<file path="src/rtl/task_scheduler_param_if.sv">
`default_nettype none
// ============================================================================
// Module   : task_scheduler_param_if
// Purpose  : Bundles the signals between the task scheduler, its task memory,
//            the cores it serves and the display-sync logic.
// Modports : master - scheduler side (drives fetch, load, start, status)
//            slave  - environment side (task memory, cores, display sync)
// Signals  : run, tm_rd_en, tm_addr, tm_rdata, ready, start, insn_vect,
//            insn_data, insn_load_cnt, frame_done, frame_ack, err, busy
// Revision : 1.0 - initial release
// ============================================================================
interface task_scheduler_param_if #(
    parameter int NUM_CORES = 4,
    parameter int TM_AW     = 4,
    parameter int INSN_W    = 16,
    parameter int FRAME_W   = 64,
    parameter int LC_W      = 2
);
    logic                 run;
    logic                 tm_rd_en;
    logic [TM_AW-1:0]     tm_addr;
    logic [FRAME_W-1:0]   tm_rdata;
    logic [NUM_CORES-1:0] ready;
    logic [NUM_CORES-1:0] start;
    logic [NUM_CORES-1:0] insn_vect;
    logic [INSN_W-1:0]    insn_data;
    logic [LC_W-1:0]      insn_load_cnt;
    logic                 frame_done;
    logic                 frame_ack;
    logic                 err;
    logic                 busy;

    modport master (
        input  run, tm_rdata, ready, frame_ack,
        output tm_rd_en, tm_addr, start, insn_vect, insn_data, insn_load_cnt,
               frame_done, err, busy
    );

    modport slave (
        output run, tm_rdata, ready, frame_ack,
        input  tm_rd_en, tm_addr, start, insn_vect, insn_data, insn_load_cnt,
               frame_done, err, busy
    );
endinterface
`default_nettype wire

</file>
<file path="src/rtl/task_scheduler_param.sv">
`default_nettype none
// ============================================================================
// Module   : task_scheduler_param
// Purpose  : Walks a circular task memory of control frames. A CTRL frame
//            names a core mask, a fence and a count of instruction frames
//            that follow it; each instruction frame is streamed to the masked
//            cores over LOAD_BEATS beats and then launched with a one-cycle
//            start pulse. A STOP frame drains all cores, raises frame_done
//            until acknowledged, then jumps to the frame's stop address.
// Ports    : clk   - rising-edge clock
//            reset - asynchronous, active-low reset
//            bus   - task_scheduler_param_if.master (memory, cores, sync)
// Revision : 1.0 - initial release
// ============================================================================
module task_scheduler_param #(
    parameter int NUM_CORES  = 4,
    parameter int TM_DEPTH   = 16,
    parameter int INSN_W     = 16,
    parameter int LOAD_BEATS = 4
) (
    input  wire logic                   clk,
    input  wire logic                   reset,
    task_scheduler_param_if.master      bus
);
    localparam int c_TM_AW   = $clog2(TM_DEPTH);
    localparam int c_FRAME_W = INSN_W * LOAD_BEATS;
    localparam int c_LC_W    = (LOAD_BEATS > 1) ? $clog2(LOAD_BEATS) : 1;

    localparam logic [1:0] c_KIND_CTRL = 2'b00;
    localparam logic [1:0] c_KIND_STOP = 2'b10;
    localparam logic [1:0] c_FENCE_ACQ = 2'b01;
    localparam logic [1:0] c_FENCE_REL = 2'b10;
    localparam logic [1:0] c_FENCE_BAD = 2'b11;

    localparam logic [c_TM_AW-1:0] c_PTR_ONE   = 1;
    localparam logic [c_LC_W-1:0]  c_BEAT_ONE  = 1;
    localparam logic [c_LC_W-1:0]  c_LAST_BEAT = c_LC_W'(LOAD_BEATS - 1);
    localparam logic [7:0]         c_CNT_ONE   = 8'd1;

    typedef enum logic [2:0] {
        S_IDLE   = 3'd0,
        S_FETCH  = 3'd1,
        S_DECODE = 3'd2,
        S_WAIT   = 3'd3,
        S_LOAD   = 3'd4,
        S_START  = 3'd5,
        S_DRAIN  = 3'd6,
        S_SYNC   = 3'd7
    } state_t;

    state_t                 r_state;
    logic [c_TM_AW-1:0]     r_ptr;
    logic [c_TM_AW-1:0]     r_addr;
    logic                   r_rd_en;
    logic                   r_insn_phase;   // pending fetch is an insn frame
    logic [NUM_CORES-1:0]   r_mask;
    logic [1:0]             r_fence;
    logic [7:0]             r_count;        // insn frames still to launch
    logic [c_TM_AW-1:0]     r_stop_addr;
    logic                   r_drain_all;    // drain waits on every core (STOP)
    logic [c_FRAME_W-1:0]   r_frame;
    logic [c_LC_W-1:0]      r_beat;
    logic [INSN_W-1:0]      r_data;
    logic [NUM_CORES-1:0]   r_vect;
    logic [NUM_CORES-1:0]   r_start;
    logic                   r_frame_done;
    logic                   r_err;

    // Control-frame fields, decoded straight off the memory read data.
    logic [1:0]             w_kind;
    logic [1:0]             w_fence;
    logic [NUM_CORES-1:0]   w_mask;
    logic [7:0]             w_n_insn;
    logic [c_TM_AW-1:0]     w_stop;
    logic                   w_bad;

    assign w_kind   = bus.tm_rdata[1:0];
    assign w_fence  = bus.tm_rdata[3:2];
    assign w_mask   = bus.tm_rdata[4 +: NUM_CORES];
    assign w_n_insn = bus.tm_rdata[4 + NUM_CORES +: 8];
    assign w_stop   = bus.tm_rdata[12 + NUM_CORES +: c_TM_AW];
    assign w_bad    = ((w_kind != c_KIND_CTRL) && (w_kind != c_KIND_STOP)) ||
                      (w_fence == c_FENCE_BAD);

    logic w_all_ready;
    logic w_mask_ready;
    logic w_wait_ok;
    logic w_drain_ok;

    assign w_all_ready  = &bus.ready;
    assign w_mask_ready = ((r_mask & ~bus.ready) == '0);
    assign w_wait_ok    = (r_fence == c_FENCE_ACQ) ? w_all_ready : w_mask_ready;
    assign w_drain_ok   = r_drain_all ? w_all_ready : w_mask_ready;

    // Latched insn frame split into beats; beat k is bits [k*INSN_W +: INSN_W].
    logic [INSN_W-1:0] w_beats [LOAD_BEATS];
    logic [c_LC_W-1:0] w_next_beat;

    for (genvar g = 0; g < LOAD_BEATS; g++) begin : g_beat
        assign w_beats[g] = r_frame[g*INSN_W +: INSN_W];
    end

    assign w_next_beat = r_beat + c_BEAT_ONE;

    always_ff @(posedge clk or negedge reset) begin
        if (!reset) begin
            r_state      <= S_IDLE;
            r_ptr        <= '0;
            r_addr       <= '0;
            r_rd_en      <= 1'b0;
            r_insn_phase <= 1'b0;
            r_mask       <= '0;
            r_fence      <= '0;
            r_count      <= '0;
            r_stop_addr  <= '0;
            r_drain_all  <= 1'b0;
            r_frame      <= '0;
            r_beat       <= '0;
            r_data       <= '0;
            r_vect       <= '0;
            r_start      <= '0;
            r_frame_done <= 1'b0;
            r_err        <= 1'b0;
        end else begin
            case (r_state)
                S_IDLE: begin
                    if (bus.run) begin
                        r_rd_en      <= 1'b1;
                        r_addr       <= r_ptr;
                        r_insn_phase <= 1'b0;
                        r_state      <= S_FETCH;
                    end
                end

                S_FETCH: begin
                    r_rd_en <= 1'b0;
                    r_state <= S_DECODE;
                end

                S_DECODE: begin
                    if (r_insn_phase) begin
                        // Beat 0 is presented on the first LOAD cycle.
                        r_frame <= bus.tm_rdata;
                        r_data  <= bus.tm_rdata[INSN_W-1:0];
                        r_vect  <= r_mask;
                        r_beat  <= '0;
                        r_state <= S_LOAD;
                    end else if (w_bad) begin
                        r_err   <= 1'b1;
                        r_ptr   <= r_ptr + c_PTR_ONE;
                        r_state <= S_IDLE;
                    end else if (w_kind == c_KIND_STOP) begin
                        // The pointer is replaced by the stop address on ack.
                        r_stop_addr <= w_stop;
                        r_drain_all <= 1'b1;
                        r_state     <= S_DRAIN;
                    end else begin
                        r_mask      <= w_mask;
                        r_fence     <= w_fence;
                        r_count     <= w_n_insn;
                        r_drain_all <= 1'b0;
                        r_ptr       <= r_ptr + c_PTR_ONE;
                        if (w_n_insn != 8'd0) begin
                            r_state <= S_WAIT;
                        end else if (w_fence == c_FENCE_REL) begin
                            r_state <= S_DRAIN;
                        end else begin
                            r_state <= S_IDLE;
                        end
                    end
                end

                S_WAIT: begin
                    if (w_wait_ok) begin
                        r_rd_en      <= 1'b1;
                        r_addr       <= r_ptr;
                        r_insn_phase <= 1'b1;
                        r_state      <= S_FETCH;
                    end
                end

                S_LOAD: begin
                    if (r_beat == c_LAST_BEAT) begin
                        r_beat  <= '0;
                        r_data  <= '0;
                        r_vect  <= '0;
                        r_start <= r_mask;
                        r_state <= S_START;
                    end else begin
                        r_beat <= w_next_beat;
                        r_data <= w_beats[w_next_beat];
                    end
                end

                S_START: begin
                    // Ready is not looked at here: a core that was just
                    // started may not have dropped ready yet.
                    r_start <= '0;
                    r_count <= r_count - c_CNT_ONE;
                    r_ptr   <= r_ptr + c_PTR_ONE;
                    if (r_count != c_CNT_ONE) begin
                        r_state <= S_WAIT;
                    end else if (r_fence == c_FENCE_REL) begin
                        r_state <= S_DRAIN;
                    end else begin
                        r_state <= S_IDLE;
                    end
                end

                S_DRAIN: begin
                    if (w_drain_ok) begin
                        if (r_drain_all) begin
                            r_frame_done <= 1'b1;
                            r_state      <= S_SYNC;
                        end else begin
                            r_state <= S_IDLE;
                        end
                    end
                end

                S_SYNC: begin
                    if (bus.frame_ack) begin
                        r_frame_done <= 1'b0;
                        r_drain_all  <= 1'b0;
                        r_ptr        <= r_stop_addr;
                        r_state      <= S_IDLE;
                    end
                end

                default: r_state <= S_IDLE;
            endcase
        end
    end

    assign bus.tm_rd_en      = r_rd_en;
    assign bus.tm_addr       = r_addr;
    assign bus.start         = r_start;
    assign bus.insn_vect     = r_vect;
    assign bus.insn_data     = r_data;
    assign bus.insn_load_cnt = r_beat;
    assign bus.frame_done    = r_frame_done;
    assign bus.err           = r_err;
    assign bus.busy          = (r_state != S_IDLE);

endmodule
`default_nettype wire

</file>
<file path="src/flat_wrapper.sv">
// flat-port wrapper written by rule: the top's interface ports become plain ports
module task_scheduler_param_flat 
#(
    parameter int NUM_CORES  = 4,
    parameter int TM_DEPTH   = 16,
    parameter int INSN_W     = 16,
    parameter int LOAD_BEATS = 4
)
  (clk, reset, bus_run, bus_tm_rdata, bus_ready, bus_frame_ack, bus_tm_rd_en, bus_tm_addr, bus_start, bus_insn_vect, bus_insn_data, bus_insn_load_cnt, bus_frame_done, bus_err, bus_busy);
  task_scheduler_param_if #(.NUM_CORES(NUM_CORES), .TM_AW((4)), .INSN_W(INSN_W), .FRAME_W((64)), .LC_W((2))) bus_i ();
  input  wire logic clk;
  input  wire logic reset;
  input wire logic [$bits(bus_i.run)-1:0] bus_run;
  input wire logic [$bits(bus_i.tm_rdata)-1:0] bus_tm_rdata;
  input wire logic [$bits(bus_i.ready)-1:0] bus_ready;
  input wire logic [$bits(bus_i.frame_ack)-1:0] bus_frame_ack;
  output wire logic [$bits(bus_i.tm_rd_en)-1:0] bus_tm_rd_en;
  output wire logic [$bits(bus_i.tm_addr)-1:0] bus_tm_addr;
  output wire logic [$bits(bus_i.start)-1:0] bus_start;
  output wire logic [$bits(bus_i.insn_vect)-1:0] bus_insn_vect;
  output wire logic [$bits(bus_i.insn_data)-1:0] bus_insn_data;
  output wire logic [$bits(bus_i.insn_load_cnt)-1:0] bus_insn_load_cnt;
  output wire logic [$bits(bus_i.frame_done)-1:0] bus_frame_done;
  output wire logic [$bits(bus_i.err)-1:0] bus_err;
  output wire logic [$bits(bus_i.busy)-1:0] bus_busy;
  assign bus_i.run = bus_run;
  assign bus_i.tm_rdata = bus_tm_rdata;
  assign bus_i.ready = bus_ready;
  assign bus_i.frame_ack = bus_frame_ack;
  assign bus_tm_rd_en = bus_i.tm_rd_en;
  assign bus_tm_addr = bus_i.tm_addr;
  assign bus_start = bus_i.start;
  assign bus_insn_vect = bus_i.insn_vect;
  assign bus_insn_data = bus_i.insn_data;
  assign bus_insn_load_cnt = bus_i.insn_load_cnt;
  assign bus_frame_done = bus_i.frame_done;
  assign bus_err = bus_i.err;
  assign bus_busy = bus_i.busy;
  task_scheduler_param #(.NUM_CORES(NUM_CORES), .TM_DEPTH(TM_DEPTH), .INSN_W(INSN_W), .LOAD_BEATS(LOAD_BEATS)) u_core (.clk(clk), .reset(reset), .bus(bus_i));
endmodule
</file>
<file path="config.mk">
export PLATFORM = sky130hd
export DESIGN_NAME = task_scheduler_param_flat
export DESIGN_NICKNAME = d
export VERILOG_FILES = /design/src/rtl/task_scheduler_param_if.sv /design/src/rtl/task_scheduler_param.sv /design/src/flat_wrapper.sv
export SDC_FILE = /design/constraint.sdc
export NUM_CORES = 1
export LEC_CHECK = 0
export CORE_MARGIN = 8
export CORE_UTILIZATION = 40
export DETAILED_ROUTE_END_ITERATION = 10
export GPL_TIMING_DRIVEN = 0
export SLEW_MARGIN = 40
export SYNTH_ARGS = -nofsm -noshare
export SYNTH_HDL_FRONTEND = slang
export SYNTH_SLANG_ARGS = --single-unit
</file>
<file path="constraint.sdc">
create_clock -name clk -period 2.05 [get_ports clk]
set_input_delay 0.41 -clock clk [delete_from_list [all_inputs] [get_ports clk]]
set_output_delay 0.41 -clock clk [all_outputs]
set_load 0.02 [all_outputs]
</file>
Word-level counts from Yosys, hierarchy flattened --
Index checks and enable logic that the tools add are counted.
Operators by class: $add $sub $neg 3, order comparisons 1, eq/ne operators 26, mux-type cells 55, bitwise logic cells 6, reduce and logical (&&, ||, !) cells 30
Operators by type and width (count):
- $mux W16 | 4
- $mux W3 | 13
- $mux W4 | 9
- $bmux W16 S2 | 1
- $pmux W16 S2 | 1
- $reduce_and A4 Y1 | 7
- $mux W8 | 3
- $pmux W3 S8 | 1
- $pmux W4 S2 | 3
- $pmux W8 S2 | 1
- $reduce_bool A2 Y1 | 7
- $eq A3 B3 Y1 const B | 4
- $ne A2 B2 Y1 const B | 6
- $pmux W4 S3 | 1
- $reduce_and A3 Y1 | 4
- $mux W1 | 11
- $eq A2 B2 Y1 const B | 5
- $ne A2 B1 Y1 const B | 5
- $reduce_bool A3 Y1 | 3
- $ne A8 B1 Y1 const B | 1
- $reduce_bool A8 Y1 | 1
- $sub A8 B1 Y8 const B | 1
- $eq A3 B2 Y1 const B | 2
- $pmux W1 S2 | 3
- 19 further kinds | 24
Word-level totals: register bits after elaboration 124, input port bits 72, output and inout port bits 34, word-level logic and storage cells 138

Depth between registers and ports, before layout --
depth in word-level cells 7, gate-level depth with buffers 8, depth with buffers taken out 6

Worst setup path before layout --
OpenSTA, ideal clock, no wires.
path kind register to register, start point reg u_core.r_beat[0] (netlist: u_core.bus.insn_load_cnt[0]), end point reg u_core.r_data[10] (netlist: u_core.bus.insn_data[10]), setup time 0.133 ns, arrival time 1.832 ns, required time 1.917 ns, setup slack 0.084 ns, stages on the path, launching flop included 7, buffers on the path 2, period minus slack after synthesis 1.966 ns, cells stage by stage dfrtp_1 -> ha_1 -> clkbuf_1 -> buf_1 -> mux4_2 -> nand2_1 -> o21ai_0
On the way: longest elaborated chain between the ends 7, elaborated cells on any way between the ends 8, classes of those cells 1 x add/sub; 1 x eq/ne; 5 x mux; 1 x bitwise
Ends and longest elaborated chain:
- start, declared | line task_scheduler_param.sv:62 | logic [c_LC_W-1:0] r_beat;
- start signal, assigned | line task_scheduler_param.sv:190 | r_beat <= w_next_beat;
- $add A2 B1 Y2 | line task_scheduler_param.sv:103 | assign w_next_beat = r_beat + c_BEAT_ONE;
- $not A2 Y3 (not written as such) | line task_scheduler_param.sv:191 | r_data <= w_beats[w_next_beat];
- $bmux W16 S2 | line task_scheduler_param.sv:191
- $mux W16 (not written as such) (2 in series) | line task_scheduler_param.sv:191
- $mux W16 * | line task_scheduler_param.sv:183 | if (r_beat == c_LAST_BEAT) begin
- $pmux W16 S2 * | line task_scheduler_param.sv:125 | case (r_state)
- end signal, assigned | line task_scheduler_param.sv:144 | r_data <= bus.tm_rdata[INSN_W-1:0];
- end signal, assigned | line task_scheduler_param.sv:191
- end, declared | line task_scheduler_param.sv:63 | logic [INSN_W-1:0] r_data;
Every way passes the cells marked *; elsewhere a longest branch is shown, timed or not. The select of a mux whose other input is x is not followed. A chain may end at the register's enable or synchronous reset.

Worst setup path after layout --
start point reg u_core.r_state[0], end point reg u_core.r_count[5]
On the way: longest elaborated chain between the ends 3, elaborated cells on any way between the ends 8, classes of those cells 5 x eq/ne; 1 x mux; 2 x reduce/logical
Ends and longest elaborated chain:
- start, declared | line task_scheduler_param.sv:51 | state_t r_state;
- start signal, assigned | line task_scheduler_param.sv:107 | r_state <= S_IDLE;
- start signal, assigned | line task_scheduler_param.sv:131 | r_state <= S_FETCH;
- start signal, assigned | line task_scheduler_param.sv:137 | r_state <= S_DECODE;
- $eq A3 B2 Y1 or $eq A3 B3 Y1 (tied branches) | line task_scheduler_param.sv:125
- $ne A2 B2 Y1 (no source line) or $reduce_bool A2 Y1 (tied branches)
- $reduce_and A4 Y1 (no source line)
- end signal, assigned | line task_scheduler_param.sv:160 | r_count <= w_n_insn;
- end signal, assigned | line task_scheduler_param.sv:199 | r_count <= r_count - c_CNT_ONE;
- end, declared | line task_scheduler_param.sv:58 | logic [7:0] r_count;
Parallel ways exist; a longest one is shown, timed or not.

==> results.json <==
{
  "yosys.area_share.adder_pct": 0.867,
  "grt_max_degree": 74,
  "synth_compound_area_share_pct": 8.72,
  "num-fill-cells": 1346,
  "synthFlopType": "dfrtp_1",
  "grt_pass1_wl_mm": 26.7,
  "fin_total_pwr_mw": 11.9,
  "seq_area_frac_synth_pct": 53.8,
  "ir_drop_mv": 0.791,
  "pin_count": 106,
  "ys_warn_count": 0,
  "critPathMaxStageDelay_ns": 0.46,
  "hold_path_startpoint": "u_core.bus.err",
  "switching_share_pct": 35.6,
  "grt_usage_pct": 18.7,
  "synth.distinct_cells": 44,
  "cts_setup_buffers": 0,
  "antenna_found_initial": 0,
  "slew_violations": 0,
  "clock_path_buffers": 2,
  "synthArstFlopShare_pct": 100,
  "yosysTopAreaCell": "dfrtp_1",
  "synth_simple_gate_area_share_pct": 22.4,
  "synth_xor_area_share_pct": 0,
  "nNetsFinal": 806,
  "postRouteAntennaNets": 0,
  "leakage_nw": 3.60,
  "synthCells": 605,
  "final_layout_size_suffix_gt1_share_pct": 11.5,
  "startpoint": "u_core.r_state[0]",
  "gr-total-overflow": 0,
  "skew_ns": 0.00651,
  "period_share_pct": 95.1,
  "first_pass_iters": 4,
  "hpwl_mm": 12.0,
  "arrival_ns": 2.24,
  "synth_edf_count": 0,
  "synth.top_cell.area_share_pct": 53.8,
  "root_buffer": "clkbuf_16",
  "crit_top_cell": "nand2_1",
  "cp.required_ns": 2.34,
  "critPathCaptureType": "register",
  "hold_viol": 0,
  "cts_sinks": 124,
  "start_kind": "register",
  "r2r-start": "u_core.r_state[0]",
  "num_antenna_cells": 0,
  "finalSetupViolations": 0,
  "timing.setup.tns_ns": 0,
  "min_path_type": "reg2reg",
  "min_period_ns": 1.95,
  "path_max_fanout": 10,
  "yosysMostFrequentCell": "nand2_1",
  "switching_power_mw": 4.25,
  "synth_top_family_by_area": "simple AND/OR/NAND/NOR gates",
  "initial_core_util_pct": 40.3,
  "p_int_mw": 7.69,
  "area_growth_pct": 33.1,
  "multi_input_area_um2": 2520,
  "dieArea_um2": 18500,
  "outcome": "complete, no violations",
  "critical_path_class": "reg2reg",
  "via_per_inst": 5.14,
  "slowest_stage": "nor4_1",
  "power.clock.fraction_pct": 23.8,
  "syn-num-nets": 681,
  "synth_common_cells": "nand2_1, dfrtp_1, o21ai_0, nor2_1, mux2i_1",
  "rsz0062_at_grt": "no",
  "fp-row-count": 44,
  "slew_headroom_pct": 59.8,
  "core_area_um2": 14300,
  "grt_pass1_vias": 5056,
  "register_area_um2": 3100,
  "comb_power_share_pct": 39.0,
  "ys_ff_latch": 124,
  "worst_slack_ns": 0.100,
  "cts_buffers": 17,
  "maxCapViolCount": 0,
  "post-place-ws_ns": -0.373,
  "crit_path_cell_trace": "buf_6, nor2b_1, nand2_1, nor4_1, nand2_1, nand3_1, o211ai_1",
  "clk_pin_slew_ns": 0.05,
  "max_freq_mhz": 513,
  "synth.avg_cell_area_um2": 9.54,
  "synth_area_leaders": "dfrtp_1, nand2_1, mux4_2",
  "die_height_um": 136,
  "finalWirelength_mm": 16.4,
  "place.gp.congestion": 0.840,
  "netlist_area_um2": 5770,
  "vias": 4757,
  "drc_errors": 0,
  "clock_latency_ns": 0.42,
  "die_x_um": 136,
  "tightest_slew_ns": 0.604,
  "cts_tree": "done",
  "drt_iter0_drc": 249,
  "place.port_buffers": 105,
  "powerDensity_nw_per_um2": 1550,
  "wl_per_cell_um": 17.8,
  "synthMuxAreaShare_pct": 11.1,
  "cts-htree-levels": 4,
  "p_seq_share_pct": 37.2
}
per-stage QoR:
stage          util, %  cells  area, um2  hold WS (ns)
2_1_floorplan        -    605       5770         0.114
3_3_place_gp      49.3    894       7050         0.453
3_5_place_dp      49.5    895       7090         0.428
4_1_cts           53.6    925       7670         0.473
5_1_grt           53.6    925       7680         0.493
6_report          53.6    925       7680         0.464
worst max-delay path, delay by kind of cell, from the launching register on:
| family | cells | cell delay [ns] |
|---|---|---|
| AOI/OAI and AO/OA | 1 | 0.09 |
| buffers and inverters | 1 | 0.15 |
| DFF | 1 | 0.34 |
| and+or+nand+nor | 5 | 1.25 |
power groups by stage:
stage / Clock [mW] / Combinational, mW / Sequential (mW)
finish: 2.84 / 4.66 / 4.45
global route: 2.99 / 5.18 / 4.60
CTS: 2.89 / 4.70 / 4.44
detailed placement: 0 / 4.64 / 4.46
global placement: 0 / 4.54 / 4.43
floorplan: 0 / 2.81 / 4.55
sequential cells by signal, summed over array words and instances (netlist names), 3 cells and up:
signal / count
u_core.bus.insn_vect: 4
u_core.bus.insn_data: 16
u_core.r_count: 8
u_core.r_mask: 4
u_core.r_frame: 64
u_core.bus.tm_addr: 4
u_core.bus.start: 4
u_core.r_state: 3
u_core.r_stop_addr: 4
u_core.r_ptr: 4
layout make-up:
cell class	instances	share of cell area, %
Clock buffer	22	5.91
Buffer	28	1.87
Timing Repair Buffer	107	14.2
Sequential cell	124	40.4
Tap cell	184	3.00
Clock inverter	8	1.24
Inverter	12	0.587
Multi-Input combinational cell	440	32.8
timing repair:
item,CTS,global route
hold buffers,1,0
hold endpoints to repair,72,0
pin swaps,0,0
gates resized for setup,8,10
endpoints found under the setup margin,13,43
cell families after synthesis:
group                    count (synthesis)
flip-flops                             124
buffers and inverters                   41
adder cells (fa/ha/maj)                  4
multiplexers                            43
AND/OR/NAND/NOR                        314
AO/OA/AOI/OAI                           79
routing by layer:
layer  track usage (%)  share of wire, %  routed length [um]
met1              23.7                44                7300
met2              30.1                48                7810
met3              5.10               6.4                1060
met4              6.65               1.6                 259
met5                 0                 0                   0
final timing paths:
check / depth (start not counted) / slack, ns / endpoint
worst max-delay path: 7 / 0.10 / u_core.r_count[5]
min in group asynchronous: 2 / 0.57 / u_core.r_ptr[2]
worst max register to register: 7 / 0.10 / u_core.r_count[5]
worst min-delay path: 2 / 0.46 / u_core.bus.err
worst min register to register: 2 / 0.46 / u_core.bus.err
max in group asynchronous: 3 / 0.82 / u_core.r_fence[1]
placed cells by master, fill, tap and decap left out, drive strengths merged, types with 2 or more instances in the layout:
cell type / n
nand2: 251
dfrtp: 124
clkdlybuf4s50: 103
clkbuf: 38
o21ai: 31
nor2: 19
mux2i: 17
mux4: 16
a21oi: 15
buf: 15
inv: 12
nand3: 12
mux2: 10
nand2b: 7
nor3: 7
nor2b: 5
a22oi: 5
nor4: 4
ha: 4
clkinv: 4
and2: 4
a21o: 3
a22o: 3
o31ai: 3
o22ai: 3
a211oi: 2
o221a: 2
nand4: 2
a2bb2oi: 2
bufinv: 2
clkinvlp: 2
and3: 2
(Power assumes the default switching activity.)
